==> config.mk <==
export PLATFORM = sky130hd
export DESIGN_NAME = if_prefetch
export DESIGN_NICKNAME = d
export VERILOG_FILES = /design/src/rtl/if_prefetch.sv
export SDC_FILE = /design/constraint.sdc
export NUM_CORES = 1
export LEC_CHECK = 0
export CORE_MARGIN = 2
export CORE_UTILIZATION = 56
export DETAILED_ROUTE_END_ITERATION = 8
export PLACE_DENSITY = 0.78
export SYNTH_ARGS = -nofsm -noshare
export SYNTH_HDL_FRONTEND = slang
export SYNTH_SLANG_ARGS = --single-unit
==> constraint.sdc <==
create_clock -name clk -period 11.19 [get_ports clk]
set_clock_uncertainty 0.05 [all_clocks]
set_input_delay 2.238 -clock clk [delete_from_list [all_inputs] [get_ports clk]]
set_output_delay 2.238 -clock clk [all_outputs]
set_load 0.005 [all_outputs]
==> src/rtl/if_prefetch.sv <==
// if_prefetch: instruction fetch stage with in-order SRAM requests, redirect cancel and a small instruction buffer.
module if_prefetch #(
  parameter logic [31:0] RESET_PC  = 32'hbfc00000,
  parameter int          BUF_DEPTH = 4,
  parameter int          MAX_OUTST = BUF_DEPTH
) (
  input  logic        clk,
  input  logic        reset,
  input  logic        ds_allowin,
  input  logic        br_valid,
  input  logic [31:0] br_target,
  input  logic        ex_flush,
  input  logic [31:0] ex_pc,
  output logic        inst_sram_req,
  output logic [31:0] inst_sram_addr,
  input  logic        inst_sram_addr_ok,
  input  logic        inst_sram_data_ok,
  input  logic [31:0] inst_sram_rdata,
  output logic        fs_to_ds_valid,
  output logic [31:0] fs_inst,
  output logic [31:0] fs_pc,
  output logic        fs_ex_adel
);
  localparam int BW = $clog2(BUF_DEPTH);
  localparam int CW = BW + 1;
  localparam int PW = MAX_OUTST > 1 ? $clog2(MAX_OUTST) : 1;
  localparam logic [CW:0]   DEPTH_W = (CW+1)'(BUF_DEPTH);
  localparam logic [CW-1:0] MAX_W   = CW'(MAX_OUTST);
  localparam logic [PW-1:0] PLAST   = PW'(MAX_OUTST - 1);

  logic [31:0]   pc_q, pc_d;
  logic [BW-1:0] head_q, head_d, tail_q, tail_d;
  logic [CW-1:0] count_q, count_d, infl_q, infl_d, cancel_q, cancel_d;
  logic [PW-1:0] pwr_q, pwr_d, prd_q, prd_d;
  logic          stall_q, stall_d;
  logic [31:0]   pc_buf [BUF_DEPTH];
  logic [31:0]   inst_buf [BUF_DEPTH];
  logic          adel_buf [BUF_DEPTH];
  logic [31:0]   pend_q [MAX_OUTST];

  logic          redirect, dok, accept, enq_data, enq_adel, enq, deq;
  logic [31:0]   target;
  logic [CW:0]   occ;

  always_comb begin
    redirect       = ex_flush | br_valid;
    target         = ex_flush ? ex_pc : br_target;
    dok            = inst_sram_data_ok && infl_q != '0;
    // slots already promised: buffered entries plus responses that will still be kept
    occ            = {1'b0, count_q} + {1'b0, infl_q} - {1'b0, cancel_q};
    inst_sram_req  = !reset && !redirect && pc_q[1:0] == 2'b00 && infl_q < MAX_W && occ < DEPTH_W;
    accept         = inst_sram_req && inst_sram_addr_ok;
    enq_data       = !reset && dok && cancel_q == '0 && !redirect;
    enq_adel       = !reset && !redirect && !stall_q && pc_q[1:0] != 2'b00 && infl_q == cancel_q && occ < DEPTH_W;
    enq            = enq_data | enq_adel;
    fs_to_ds_valid = !reset && count_q != '0 && !redirect;
    deq            = fs_to_ds_valid && ds_allowin;
    pc_d           = redirect ? target : accept ? pc_q + 32'd4 : pc_q;
    infl_d         = infl_q + CW'(accept) - CW'(dok);
    cancel_d       = redirect ? infl_q - CW'(dok) : cancel_q - CW'(dok && cancel_q != '0);
    count_d        = redirect ? '0 : count_q + CW'(enq) - CW'(deq);
    head_d         = redirect ? '0 : head_q + BW'(deq);
    tail_d         = redirect ? '0 : tail_q + BW'(enq);
    stall_d        = !redirect && (stall_q || enq_adel);
    pwr_d          = accept ? (pwr_q == PLAST ? '0 : pwr_q + PW'(1)) : pwr_q;
    prd_d          = dok ? (prd_q == PLAST ? '0 : prd_q + PW'(1)) : prd_q;
    inst_sram_addr = pc_q;
    fs_pc          = pc_buf[head_q];
    fs_inst        = inst_buf[head_q];
    fs_ex_adel     = fs_to_ds_valid && adel_buf[head_q];
  end

  always_ff @(posedge clk) begin
    if (reset) begin
      pc_q     <= RESET_PC;
      head_q   <= '0;
      tail_q   <= '0;
      count_q  <= '0;
      infl_q   <= '0;
      cancel_q <= '0;
      pwr_q    <= '0;
      prd_q    <= '0;
      stall_q  <= 1'b0;
    end else begin
      pc_q     <= pc_d;
      head_q   <= head_d;
      tail_q   <= tail_d;
      count_q  <= count_d;
      infl_q   <= infl_d;
      cancel_q <= cancel_d;
      pwr_q    <= pwr_d;
      prd_q    <= prd_d;
      stall_q  <= stall_d;
    end
    if (accept) pend_q[pwr_q] <= pc_q;
    if (enq) begin
      pc_buf[tail_q]   <= enq_adel ? pc_q : pend_q[prd_q];
      inst_buf[tail_q] <= enq_adel ? 32'h0 : inst_sram_rdata;
      adel_buf[tail_q] <= enq_adel;
    end
  end
endmodule

After elaboration in Yosys (flattened, before gate mapping)
Memories as Yosys holds them, arrays and structs flattened. A register that Yosys moved wholly into a read port is not among the register bits. Cells that the tools add are included.

Eq/ne operators: 3. Reductions and logical operators: 31. $lt $le $gt $ge: 2. Bitwise operators: 2. Muxes and demuxes: 17. $add $sub $neg: 13.

Operators with widths (count): $mux W32 (5); $add A32 B3 Y32 const B (1); $logic_and A1 B1 Y1 (19); $mux W2 (7); $sub A3 B1 Y3 (4); $reduce_bool A3 Y1 (3); $add A3 B1 Y3 (2); $add A2 B1 Y2 (2); $add A2 B1 Y2 const B (2); $add A3 B3 Y4 (1); $eq A2 B2 Y1 const B (2); $lt A4 B3 Y1 const B (1); $mux W1 (4); $reduce_bool A2 Y1 (2); $sub A4 B3 Y4 (1); $eq A3 B3 Y1 (1); $logic_not A1 Y1 (3); $logic_not A3 Y1 (1); $lt A3 B3 Y1 const B (1); $mux W3 (1); $logic_not A2 Y1 (1); $or A1 B1 Y1 (2); $reduce_or A2 Y1 (1); $logic_or A1 B1 Y1 (1).

Output and inout port bits: 99. Memories: 4. Register bits: 50. RAM bits: 388.

Memories: inst_buf (depth 4, bits a word 32, rd ports 1, clocked after memory_dff 1, write ports 1, line 37) `logic [31:0] inst_buf [BUF_DEPTH];`; pc_buf (depth 4, bits a word 32, rd ports 1, clocked after memory_dff 1, write ports 1, line 36) `logic [31:0] pc_buf [BUF_DEPTH];`; pend_q (depth 4, bits a word 32, rd ports 1, clocked after memory_dff 1, write ports 1, line 39) `logic [31:0] pend_q [MAX_OUTST];`; adel_buf (depth 4, bits a word 1, rd ports 1, clocked after memory_dff 1, write ports 1, line 38) `logic adel_buf [BUF_DEPTH];`.

Depth between registers and ports, before layout
Gate-level depths: netlist of the first run.

Depth after elaboration: 10. Mapped depth: 18.

Worst setup path after synthesis of the first run
OpenSTA, ideal clock, no wires.

Path kind: input to register. From: input port ex_flush. To: memory adel_buf[2], enable pin. Stages: 7. Slack: 2.066 ns. Setup time: 0.582 ns. Required time: 10.558 ns. Data arrival time: 8.492 ns. Cells stage by stage: or2_1 > clkbuf_1 > or4_1 > a2111o_1 > and2_1 > buf_2 > nor3b_1.

Longest elaborated chain between the ends: 10. Elaborated cells on any way between the ends: 11. Those cells by class: 2 x mux; 2 x bitwise; 7 x reduce/logical.

Ends and longest elaborated chain: from (decl) (line 12) `input logic ex_flush,`; $or A1 B1 Y1 (*) (line 46) `redirect = ex_flush | br_valid;`; $logic_not A1 Y1 (*) (line 53, 54); $logic_and A1 B1 Y1 (5 in a row) (line 54) `enq_adel = !reset && !redirect && !stall_q && pc_q[1:0] != 2'b00 && infl_q == cancel_q && occ < DEPTH_W;`; $or A1 B1 Y1 (*) (line 55) `enq = enq_data | enq_adel;`; $mux W1 (*) (line 96) `if (enq) begin`; $mux W1 (implied by the code) (*) (line 99) `adel_buf[tail_q] <= enq_adel;`; to (decl) (line 38).

Every way passes the cells marked *; elsewhere a longest branch is shown, timed or not.

Worst setup path in the final report of the first run
From: input port br_valid. To: output port fs_ex_adel.

Longest elaborated chain between the ends: 4.

Ends and longest elaborated chain: from (decl) (line 10) `input logic br_valid,`; $or A1 B1 Y1 (line 46); $logic_not A1 Y1 (line 56) `fs_to_ds_valid = !reset && count_q != '0 && !redirect;`; $logic_and A1 B1 Y1 (line 56); $logic_and A1 B1 Y1 (line 70) `fs_ex_adel = fs_to_ds_valid && adel_buf[head_q];`; to (decl) (line 22) `output logic fs_ex_adel`.

Every way passes these cells.

==> results of run 1 <==
-- per-layer routing --
layer | vias to the layer above | routed length, µm | GRT usage
met5 | - | 0 | 0
li1 | 4487 | - | -
met2 | 401 | 18700 | 0.375
met1 | 5106 | 16500 | 0.332
met3 | 50 | 2790 | 0.0533
met4 | 0 | 810 | 0.0640
-- power by group through the flow --
stage	sequential [mW]	combinational (mW)	clock, mW
finish	1.92	0.477	1.48
CTS	1.92	0.478	1.50
floorplan	1.93	0.307	0
global placement	1.95	0.458	0
detailed placement	1.95	0.472	0
global route	1.92	0.524	1.57
-- sequential cells by signal (all words and copies together), names as in the netlist, named ones only --
register,cells
pend_q,128
pwr_q,2
stall_q,1
head_q,2
cancel_q,3
prd_q,2
infl_q,3
pc_buf,128
inst_sram_addr,32
inst_buf,128
tail_q,2
count_q,3
adel_buf,4
-- cell type report --
cell class	instances	area, µm²	share of cell area
clock inverters	26	307	0.0140
clock buffers	53	1160	0.0527
multi-input cells	493	4980	0.227
inverters	33	124	0.00565
well taps	402	503	0.0229
flip-flops and latches	440	12700	0.579
repair buffers	220	2150	0.0983
-- cells by family after synthesis --
kind of cell    Yosys count  share of synthesized area
compound gates          121                     0.0472
simple gates            199                     0.0595
flops                   440                      0.704
buf+inv                  93                     0.0212
xor+xnor                 25                     0.0121
mux                     125                      0.138
fa+ha+maj                23                     0.0176
-- critical path, delay by kind of cell --
kind                   cells  cell delay, ns
buffers and inverters      3            1.66
AND/OR/NAND/NOR            4            1.10
-- final timing paths --
kind,endpoint,slack [ns],cells after the start
setup / recovery,fs_ex_adel,3.89,7
hold reg to reg,stall_q,0.43,2
hold / removal,stall_q,0.43,2
setup reg to reg,pc_buf[2][4],5.69,11
-- per-stage QoR --
step           instances  area [µm²]  setup slack, ns
2_1_floorplan       1026       18000             2.07
3_3_place_gp        1588       20500             3.94
3_5_place_dp        1588       20500             3.84
4_1_cts             1667       21900             3.92
5_1_grt             1667       21900             3.63
6_report            1667       21900             3.89
-- placed cells by master, fill, tap and decap left out, types with 9 or more instances in the layout --
cell type and instances:
sky130_fd_sc_hd__clkbuf_16 45, sky130_fd_sc_hd__inv_1 33, sky130_fd_sc_hd__mux4_2 97, sky130_fd_sc_hd__nor3_1 9
sky130_fd_sc_hd__dfxtp_1 49, sky130_fd_sc_hd__clkdlybuf4s50_1 201, sky130_fd_sc_hd__a21oi_1 21, sky130_fd_sc_hd__buf_4 19
sky130_fd_sc_hd__edfxtp_1 388, sky130_fd_sc_hd__ha_1 19, sky130_fd_sc_hd__a211oi_1 14, sky130_fd_sc_hd__nor2_1 31
sky130_fd_sc_hd__xnor2_1 20, sky130_fd_sc_hd__mux2_2 21, sky130_fd_sc_hd__and2_1 45, sky130_fd_sc_hd__nand4_1 9
sky130_fd_sc_hd__or3_1 17, sky130_fd_sc_hd__o21ai_0 29, sky130_fd_sc_hd__nand3_1 11, sky130_fd_sc_hd__nand2_1 41
==> results.txt, run 1 <==
----------------------------------------------------
[Status]
  Run status ... finished, final reports clean

[Setup path]
  Worst path slowest cell ... sky130_fd_sc_hd__clkdlybuf4s50_1
  Worst setup path start ... br_valid
  Data arrival time at the worst-slack endpoint ... 5.01 ns
  Crit end category ... output port
  Critical path startpoint category ... primary input
  Reg-to-reg startpoint ... infl_q[1]
  Slowest Stage Delay on Critical Path ... 0.79 ns
  Top fanout value on the critical path ... 22
  Category of the most critical setup path ... in2out
  Cell breakdown of the critical path ... clkdlybuf4s50_1, nor2_1, buf_4, nand2_1, nor2_1, and2_1, clkdlybuf4s50_1
  Required time at the endpoint of the critical path ... 8.90 ns

[Timing]
  Final critical-path share of the clock period ... 0.652
  Final Hold Vio Count ... 0
  Transition time at the pin with the least slew margin ... 1.01 ns
  Final period demand of the worst path ... 7.30 ns
  Setup TNS after final layout ... 0 ns
  Worst hold slack ... 0.427 ns
  Setup repair after global routing missed its margin ... false
  Final setup fails ... 0
  Final-report max-slew violation count ... 0
  Relative max-transition margin ... 0.326
  Maximum clock frequency ... 137 MHz

[CTS]
  Worst-path clk slew ... 0.06 ns
  Htree depth ... 2
  TritonCTS sink count ... 440
  Number of hold-repair buffers added at the cts stage ... 0
  Number of CTS-inserted buffers ... 43
  Worst skew pair latency ... 0.53 ns
  TritonCTS clock tree ... built
  Setup Fix Bufs, Post-CTS ... 0
  Number of instances resized during post-cts repair ... 0
  Clock tree root driver cell ... sky130_fd_sc_hd__clkbuf_16
  Maximum clock insertion buffer count ... 3

[Synthesis]
  Post-Synthesis Net Count ... 1152
  Sequential-to-total area share from yosys stat ... 0.704
  Cell type contributing the most total cell area after synthesis ... sky130_fd_sc_hd__edfxtp_1
  Netlist cell types ... 64
  Synth top area share ... 0.646
  Area of the mapped netlist ... 18000 µm²
  Number of flops mapped to enable cells by yosys ... 388
  Fraction of registers with async set or reset after synthesis ... 0
  Synth warnings ... 0
  Cell with the most instances after synthesis ... sky130_fd_sc_hd__edfxtp_1
  Avg Synthesized Cell Area ... 17.6 µm²
  Total of flip-flops plus latches after synthesis ... 440
  Main area contributors after synthesis ... sky130_fd_sc_hd__edfxtp_1 65%, sky130_fd_sc_hd__mux4_2 12%, sky130_fd_sc_hd__dfxtp_1 5.8%
  Most frequent cells after synthesis ... 388 x sky130_fd_sc_hd__edfxtp_1, 97 x sky130_fd_sc_hd__mux4_2, 52 x sky130_fd_sc_hd__dfxtp_1
  Post-synthesis cell count ... 1026
  Most instantiated flip-flop cell in the synthesis netlist ... sky130_fd_sc_hd__edfxtp_1

[Layout]
  Proportion of layout cells with a drive suffix above 1 ... 0.175
  Final net count ... 1357
  Post-synthesis to final-layout area growth ... 21.6%
  Fillers ... 1973
  Share of the core filled with cells ... 0.693
  Diode count ... 0

[Place]
  Global placement routability congestion ... 0.877
  Post-detail-place hpwl ... 23300 µm
  Number of buffer cells added on primary ports ... 201

[Floorplanning]
  Starting density of the core ... 0.570
  Die span in y ... 183 µm
  Core region area ... 31600 µm²
  Die X ... 183 µm
  Number of standard-cell rows in the floorplan ... 65
  I/O pin count ... 202
  Die footprint ... 33700 µm²

[GRT]
  Via count of the first global-routing pass ... 10400
  Wire length of the first global-routing pass ... 60000 µm
  Overall routing resource usage ... 0.235
  Antenna violations before repair ... 0
  GR Overflow Total ... 0
  Pin count of the biggest net entering global routing ... 79

[Power and ir drop]
  Switching power as a share of total power ... 0.226
  Reported net switching power ... 0.878 mW
  Combinational cell fraction of total power ... 0.123
  Leak ... 7.11 nW
  Power share of the sequential group ... 0.495
  Maximum vdd ir drop ... 0.117 mV
  Clock share of power ... 0.382
  Power density over the cells ... 177 nW/µm²
  Cell internal pwr ... 3.00 mW
  Total power ... 3.88 mW

[Detailed routing]
  WL per Instance ... 23.3 µm
  Vias per Instance ... 6.03
  Count of unresolved DRC violations after routing ... 0
  Routed via count ... 10000
  DRT iter0 DRCs ... 759
  Number of antenna-violating nets in the routed design ... 0
  Total detailed-routing wirelength ... 38800 µm
  First-pass DRT Iterations ... 5

[Min path]
  Min-Delay Path Class ... reg2reg
  Worst min-delay path startpoint ... stall_q

[Run]
  Max-cap violations ... 0

----------------------------------------------------
No activity file was read; power rests on OpenSTA's default activity.
==> run 2, diff against run 1 <==
CORE_UTILIZATION = 51   (was 56)
PLACE_DENSITY = 0.75   (was 0.78)
clock period = 6.45 ns   (was 11.19 ns; I/O delays follow)
==> results.txt, run 2 (same netlist as run 1, synthesis figures left out) <==
----------------------------------------------------
[Layout]
  Diode count ... 0 (unchanged)
  Post-synthesis to final-layout area growth ... 21.7% (about the same)
  Filler-free cell count of the finished design ... 1727 (+3.6%)
  Final net count ... 1364 (+0.52%)
  Largest registers in the final layout ... inst_buf x128, pc_buf x128, pend_q x128
  Proportion of layout cells with a drive suffix above 1 ... 0.179 (+0.00454)
  Fillers ... 2456 (+24%)
  Share of the core filled with cells ... 0.632 (-0.0609)
  Commonest non-fill, non-tap cell in the layout ... sky130_fd_sc_hd__edfxtp_1
  Commonest cells after routing, fill and taps aside ... 388 x sky130_fd_sc_hd__edfxtp_1, 201 x sky130_fd_sc_hd__clkdlybuf4s50_1, 97 x sky130_fd_sc_hd__mux4_2, 49 x sky130_fd_sc_hd__dfxtp_1

[Detailed routing]
  Number of antenna-violating nets in the routed design ... 0 (unchanged)
  First-pass DRT Iterations ... 5 (unchanged)
  WL per Instance ... 22.3 µm (-4.1%)
  Total detailed-routing wirelength ... 38600 µm (-0.62%)
  Vias per Instance ... 5.88 (-2.5%)
  Routed via count ... 10100 (+1.0%)
  DRT iter0 DRCs ... 833 (+9.7%)
  Count of unresolved DRC violations after routing ... 0 (unchanged)

[Timing]
  Post-layout worst setup margin ... 1.41 ns (-2.49 ns)
  Final Hold Vio Count ... 0 (unchanged)
  Maximum clock frequency ... 198 MHz
  Final setup fails ... 0 (unchanged)
  Final period demand of the worst path ... 5.04 ns
  Transition time at the pin with the least slew margin ... 1.02 ns (+0.0135 ns)
  Final-report max-slew violation count ... 0 (unchanged)
  Final critical-path share of the clock period ... 0.782
  Relative max-transition margin ... 0.317 (-0.00897)
  Setup repair after global routing missed its margin ... false
  Setup TNS after final layout ... 0 ns (unchanged)

[Setup path]
  Crit end category ... output port
  Category of the most critical setup path ... reg2out
  Required time at the endpoint of the critical path ... 5.11 ns (-3.79 ns)
  Data arrival time at the worst-slack endpoint ... 3.70 ns (-1.31 ns)
  Top fanout value on the critical path ... 17 (-23%)
  Critical path startpoint category ... flop

[GRT]
  Wire length of the first global-routing pass ... 59500 µm (-0.74%)
  Overall routing resource usage ... 0.214 (-0.0212)
  Via count of the first global-routing pass ... 10400 (-0.79%)
  Pin count of the biggest net entering global routing ... 78 (-1.3%)
  Antenna violations before repair ... 1 (+1)
  GR Overflow Total ... 0 (unchanged)

[Floorplanning]
  Die span in y ... 192 µm (+4.7%)
  I/O pin count ... 202 (unchanged)
  Core region area ... 34700 µm² (+9.7%)
  Starting density of the core ... 0.519 (-0.0505)
  Die X ... 192 µm (+4.7%)
  Die footprint ... 36900 µm² (+9.6%)
  Number of standard-cell rows in the floorplan ... 68 (+4.6%)

[CTS]
  Number of instances resized during post-cts repair ... 0 (unchanged)
  Number of CTS-inserted buffers ... 43 (unchanged)
  Setup Fix Bufs, Post-CTS ... 0 (unchanged)
  Maximum clock insertion buffer count ... 3 (unchanged)
  Number of hold-repair buffers added at the cts stage ... 0 (unchanged)
  Worst skew pair latency ... 0.53 ns (about the same)
  TritonCTS sink count ... 440 (unchanged)
  Worst-path clk slew ... 0.06 ns (about the same)
  Clock tree root driver cell ... sky130_fd_sc_hd__clkbuf_16
  TritonCTS clock tree ... built
  Htree depth ... 2 (unchanged)

[Place]
  Cell count after placement ... 1648 (+3.8%)
  Post-detail-place hpwl ... 23700 µm (+1.8%)
  Global placement routability congestion ... 0.865 (-1.4%)
  Worst slack after detailed placement ... 1.54 ns (-2.30 ns)
  Number of buffer cells added on primary ports ... 201 (unchanged)

[Power and ir drop]
  Maximum vdd ir drop ... 0.222 mV (+90%)
  Power density over the cells ... 297 nW/µm² (+68%)
  Leak ... 7.11 nW (about the same)

[Status]
  Run status ... finished, final reports clean

[Min path]
  Min-Delay Path Class ... reg2reg

[Run]
  Max-cap violations ... 0 (unchanged)

----------------------------------------------------
## run 2: stage by stage
stage          hold slack, ns  power, mW  instance area (µm²)
6_report                0.418       6.52                21900
5_1_grt                 0.449       6.77                21900
4_1_cts                 0.412       6.57                21900
3_5_place_dp            0.399       4.20                20600
3_3_place_gp            0.399       4.18                20600
2_1_floorplan           0.375       3.89                18000
## run 2: per-layer routing
metal	up-vias	GRT usage	routed length, µm
met5	-	0	0
met4	0	0.0482	604
met3	49	0.0345	2900
met2	422	0.351	18500
met1	5161	0.305	16600
li1	4516	-	-
## run 2: power by group
group	switching, mW	internal (mW)
combinational	0.414	0.403
clock	1.01	1.37
sequential	0.0811	3.24
total	1.50	5.02
## run 2: critical path, stage by stage, from the launching register on
cell	delay, ns
sky130_fd_sc_hd__dfxtp_1	0.47
sky130_fd_sc_hd__inv_1	0.13
sky130_fd_sc_hd__fa_1	0.51
sky130_fd_sc_hd__inv_1	0.04
sky130_fd_sc_hd__ha_1	0.27
sky130_fd_sc_hd__and3b_1	0.19
sky130_fd_sc_hd__or4_4	0.62
sky130_fd_sc_hd__and2_1	0.24
sky130_fd_sc_hd__nor2_1	0.18
sky130_fd_sc_hd__clkdlybuf4s50_1	0.53
## run 2: path summary, 6_finish.rpt
check | from | to | slack [ns] | cells after the start
hold / removal | stall_q | stall_q | 0.42 | 2
hold reg to reg | stall_q | stall_q | 0.42 | 2
setup reg to reg | infl_q[1] | count_q[2] | 2.01 | 16
setup / recovery | infl_q[1] | inst_sram_req | 1.41 | 9
## run 2: cell type report
| cell class | instances | area, µm² | area share |
|---|---|---|---|
| sequential | 440 | 12700 | 0.579 |
| clock inverter | 24 | 175 | 0.00798 |
| inverter | 33 | 124 | 0.00565 |
| clock buffer | 55 | 1170 | 0.0535 |
| tap | 455 | 569 | 0.0259 |
| timing repair buffer | 227 | 2220 | 0.101 |
| multi-input combinational | 493 | 4980 | 0.227 |
